===== src/rtl/omsp_trace_buffer.sv =====
// Instruction trace capture for one MSP430 core: circular entry buffer with
// PC-match trigger, post-trigger window and a registered pop/valid read port.
module omsp_trace_buffer #(
    parameter int DEPTH_LOG2 = 4,
    parameter int CYC_W      = 8
) (
    input  logic                  mclk,
    input  logic                  puc_rst,
    input  logic                  decode,
    input  logic [15:0]           ir,
    input  logic [15:0]           pc,
    input  logic                  irq_detect,
    input  logic [3:0]            irq_num,
    input  logic                  trc_en,
    input  logic                  trc_wrap,
    input  logic                  trc_clr,
    input  logic                  trig_en,
    input  logic [15:0]           trig_pc,
    input  logic [DEPTH_LOG2:0]   post_cnt,
    input  logic                  rd_req,
    output logic [36+CYC_W:0]     rd_data,
    output logic                  rd_valid,
    output logic [DEPTH_LOG2:0]   level,
    output logic                  empty,
    output logic                  full,
    output logic                  overflow,
    output logic                  triggered,
    output logic [1:0]            trc_state
);

    localparam int DEPTH = 1 << DEPTH_LOG2;
    localparam int ENT_W = 37 + CYC_W;
    localparam int LVL_W = DEPTH_LOG2 + 1;

    typedef enum logic [1:0] {
        IDLE  = 2'd0,
        ARMED = 2'd1,
        POST  = 2'd2,
        DONE  = 2'd3
    } state_t;

    state_t                state, state_nxt;
    logic [CYC_W-1:0]      cyc_cnt;
    logic [DEPTH_LOG2-1:0] wr_ptr, rd_ptr;
    logic [LVL_W-1:0]      remaining;
    logic [ENT_W-1:0]      mem [DEPTH];
    logic [ENT_W-1:0]      entry;

    logic cap, wr, pop, do_write, drop_oldest, lost, trig_hit, post_step;

    function automatic logic [CYC_W-1:0] sat_inc(input logic [CYC_W-1:0] v);
        return (&v) ? v : v + 1'b1;
    endfunction

    assign entry       = {irq_detect, irq_num, pc, ir, cyc_cnt};
    assign cap         = decode & ((state == ARMED) | (state == POST));
    assign wr          = cap & ~trc_clr;
    assign pop         = rd_req & ~empty & ~trc_clr;
    // A full buffer still accepts a write if a pop frees a slot or wrapping is on.
    assign do_write    = wr & (~full | pop | trc_wrap);
    assign drop_oldest = do_write & full & ~pop;
    assign lost        = wr & full & ~pop;
    assign trig_hit    = cap & trc_en & ~trc_clr & (state == ARMED) & trig_en & (pc == trig_pc);
    assign post_step   = cap & trc_en & ~trc_clr & (state == POST);

    assign empty     = (level == '0);
    assign full      = (level == LVL_W'(DEPTH));
    assign trc_state = state;

    always_ff @(posedge mclk or posedge puc_rst) begin
        if (puc_rst) state <= IDLE;
        else         state <= state_nxt;
    end

    always_comb begin
        state_nxt = state;
        if (trc_clr) begin
            state_nxt = trc_en ? ARMED : IDLE;
        end else if (!trc_en) begin
            state_nxt = IDLE;
        end else begin
            case (state)
                IDLE:    state_nxt = ARMED;
                ARMED:   if (trig_hit) state_nxt = (post_cnt == '0) ? DONE : POST;
                POST:    if (post_step && (remaining <= LVL_W'(1))) state_nxt = DONE;
                DONE:    state_nxt = DONE;
                default: state_nxt = IDLE;
            endcase
        end
    end

    always_ff @(posedge mclk or posedge puc_rst) begin
        if (puc_rst) begin
            cyc_cnt   <= '0;
            wr_ptr    <= '0;
            rd_ptr    <= '0;
            level     <= '0;
            remaining <= '0;
            overflow  <= 1'b0;
            triggered <= 1'b0;
            rd_valid  <= 1'b0;
            rd_data   <= '0;
        end else begin
            cyc_cnt  <= decode ? '0 : sat_inc(cyc_cnt);
            rd_valid <= pop;
            if (pop) rd_data <= mem[rd_ptr];

            if (trc_clr) begin
                wr_ptr    <= '0;
                rd_ptr    <= '0;
                level     <= '0;
                remaining <= '0;
                overflow  <= 1'b0;
                triggered <= 1'b0;
            end else begin
                if (do_write)            wr_ptr <= wr_ptr + 1'b1;
                if (pop || drop_oldest)  rd_ptr <= rd_ptr + 1'b1;
                if (do_write && !pop && !full)  level <= level + 1'b1;
                else if (pop && !do_write)      level <= level - 1'b1;
                if (lost)     overflow  <= 1'b1;
                if (trig_hit) triggered <= 1'b1;
                if (trig_hit)
                    remaining <= post_cnt;
                else if (post_step && (remaining != '0))
                    remaining <= remaining - 1'b1;
            end
        end
    end

    // Storage array carries no reset; pointers and level define what is valid.
    always_ff @(posedge mclk) begin
        if (do_write) mem[wr_ptr] <= entry;
    end

endmodule


===== config.mk =====
export PLATFORM = sky130hd
export DESIGN_NAME = omsp_trace_buffer
export DESIGN_NICKNAME = d
export VERILOG_FILES = /design/src/rtl/omsp_trace_buffer.sv
export SDC_FILE = /design/constraint.sdc
export NUM_CORES = 1
export LEC_CHECK = 0
export ABC_CLOCK_PERIOD_IN_PS = 3450
export CAP_MARGIN = 15
export CORE_MARGIN = 2
export CORE_UTILIZATION = 39
export DETAILED_ROUTE_END_ITERATION = 12
export DONT_BUFFER_PORTS = 1
export GPL_TIMING_DRIVEN = 0
export HOLD_SLACK_MARGIN = 0.1
export SYNTH_ARGS = -nofsm -noshare
export SYNTH_HDL_FRONTEND = slang
export SYNTH_SLANG_ARGS = --single-unit

===== constraint.sdc =====
create_clock -name mclk -period 3.45 [get_ports mclk]
set_input_delay 0.345 -clock mclk [delete_from_list [all_inputs] [get_ports mclk]]
set_output_delay 0.345 -clock mclk [all_outputs]
set_load 0.01 [all_outputs]

==> run metrics <==
core area=79000 um2; Syn Nets=1598; Place WS=-0.477 ns; status=finished, final reports clean; setup repair bufs after CTS=0; LEAKAGE=11.1 nW; GRT overflow=0; post-synth cell types=61; CTS Root Cell=clkbuf_16; CTS tree=done; commonest register cell after synthesis=edfxtp_1; drt pass-1 iters=5; DR iter-0 viols=1246; commonest non-fill, non-tap cell in the layout=edfxtp_1; CP arrival=3.70 ns; pin count of the biggest net entering global routing=52; Core Rows=103; post-synthesis sequential area ratio=75.5%; initial core utilization=39.5%; final wirelength=74400 um; Layout area overhead=14.4%; clock sinks=796; register area=23500 um2; number of buffers added on ports=0; clk_lat worst skew=0.63 ns; Final min period=3.23 ns; power density cells=632 nW/um2; DP HPWL=43300 um; worst-margin pin slew=1.14 ns; Max Freq=0.310 GHz; antenna-violating nets left=0; RSZ-0062 raised after global routing=no; Worst slew margin=21.7%; DRC viols=0; routed vias/inst=5.56; setup violators final=0; first-pass GRT wire length=108000 um; most frequent cells in the layout=edfxtp_1, mux4_2, clkbuf_16, dfrtp_1; Critical Path RT=3.92 ns; drt wl/cell=26.9 um; Max IR drop VDD=0.000312 V; crit path kind=reg2reg; FILL cells=6583; post-synthesis register bit count=796; Pins Over Slew Limit=0; maximum clock insertion buffer count=3; Worst setup SP type=flip-flop; Hold Vio Cnt, Final=0; worst setup margin=0.222 ns; number of synthesized flops with an enable pin=720; routability cong.=0.747; Yosys warnings=0; Overall Global Routing Usage=18.2%; via count=15300; chip height=287 um; Post-synth ARST share=9.55%; Num CTS Buffers=79; Worst Skew=0.0213 ns; Mapped Avg Cell Area=20.6 um2; Non-Filler Instances=2759; MaxCap Viol Count=0; multi-input logic area=7290 um2; worst-path fanout max=10; Hold Path Class=in2reg; placed insts=2569; initial antenna violation count=3; I/O pin total=123; chip width=287 um; Crit. End Element=flip-flop; Nets=1728; share of cells above drive strength 1=21.2%; Final Cycle Share=93.6%; Mapped Area=31200 um2; CTS clk-pin slew, worst paths=0.06 ns; die area=82200 um2; Cells after Synth=1514; vias in the first global route=16200; H-tree Lvls=3
[critical path, cell delays in order, from the launching register on]
cell     delay, ns
dfrtp_2       0.44
inv_1         0.08
ha_1          0.38
and2_2        0.26
o311a_1       0.31
buf_2         0.26
nand3_2       0.19
fa_1          0.45
a21o_1        0.21
a21oi_2       0.21
nor2_1        0.08
a21oi_1       0.13
a21oi_1       0.08
[synthesized netlist by cell type (13+ instances only)]
library cell    n  area, um2
edfxtp_1      720      21600
mux4_2        180       4050
dfrtp_1        76       1900
nor2_1         71        267
mux2i_1        52        521
nor2b_1        49        307
clkbuf_1       47        176
a211oi_1       46        345
a2111oi_0      45        394
buf_2          31        155
nand2_1        20       75.1
xor2_1         19        166
ha_1           17        213
and2_1         15       93.8
xnor2_1        13        114
[area by class of cell]
| cell class | instances | share of cell area [%] |
|---|---|---|
| tap | 1050 | 3.68 |
| timing repair buffer | 50 | 1.56 |
| clock inverter | 32 | 0.846 |
| multi-input combinational | 620 | 20.4 |
| antenna | 1 | 0.00702 |
| clock buffer | 113 | 6.28 |
| sequential | 796 | 66.0 |
| buffer | 85 | 1.07 |
| inverter | 12 | 0.133 |
[repair_timing]
action,in CTS,in global routing
gates resized for setup,7,4
setup endpoints to repair,4,1
pin swaps,0,0
endpoints found under the hold margin,669,0
gates cloned,0,0
hold buffers,45,0
[stage by stage]
stage / setup TNS (ns) / utilization (%) / power, mW / area (um2) / hold slack [ns]
6_report: 0 / 45.1 / 22.5 / 35700 / 0.138
2_1_floorplan: 0 / - / 13.3 / 31200 / 0.444
4_1_cts: 0 / 45.1 / 22.7 / 35600 / 0.107
3_3_place_gp: -949.63 / 41.1 / 14.1 / 32500 / 0.445
3_5_place_dp: -0.952 / 41.3 / 14.2 / 32600 / 0.281
5_1_grt: 0 / 45.1 / 23.4 / 35700 / 0.160
[worst paths after layout]
kind	to	startpoint	depth (start not counted)	slack, ns
setup / recovery	level[4]	trc_state[0]	12	0.22
hold / removal	trc_state[0]	trig_en	4	0.14
setup reg to reg	level[4]	trc_state[0]	12	0.22
hold reg to reg	triggered	triggered	2	0.60
max in group asynchronous	trc_state[0]	puc_rst	3	2.46
min in group asynchronous	rd_data[15]	puc_rst	2	0.24
[logic make-up after synthesis]
group / Yosys count / share of synthesized area [%]
buffers and inverters: 98 / 1.35
xor gates and xnor gates: 32 / 0.899
and+or+nand+nor: 210 / 3.58
muxes: 238 / 14.9
adders and majority gates: 18 / 0.747
AOI/OAI and AO/OA: 122 / 3.04
DFF: 796 / 75.5
[sequential cells by signal, indices dropped and copies added, names as in the netlist]
signal,count
trc_state,2
rd_ptr,4
remaining,5
mem,720
level,5
rd_valid,1
rd_data,45
wr_ptr,4
cyc_cnt,8
triggered,1
overflow,1
[routing by layer]
metal | vias up | global-route usage [%] | part of all wire [%]
li1 | 6515 | - | -
met1 | 8216 | 24.1 | 41
met2 | 478 | 29.8 | 49
met3 | 115 | 4.45 | 7.6
met4 | 4 | 5.76 | 2.3
met5 | - | 0 | 0.035
[report_power, final]
group | leakage (nW) | switching (mW) | internal (mW) | total, mW
Clock | 1.23 | 3.55 | 4.91 | 8.45
Sequential | 7.42 | 0.521 | 10.9 | 11.4
Combinational | 2.45 | 1.43 | 1.26 | 2.69
Total | 11.1 | 5.50 | 17.0 | 22.5
Note: power is estimated with default switching activity, not from simulation.
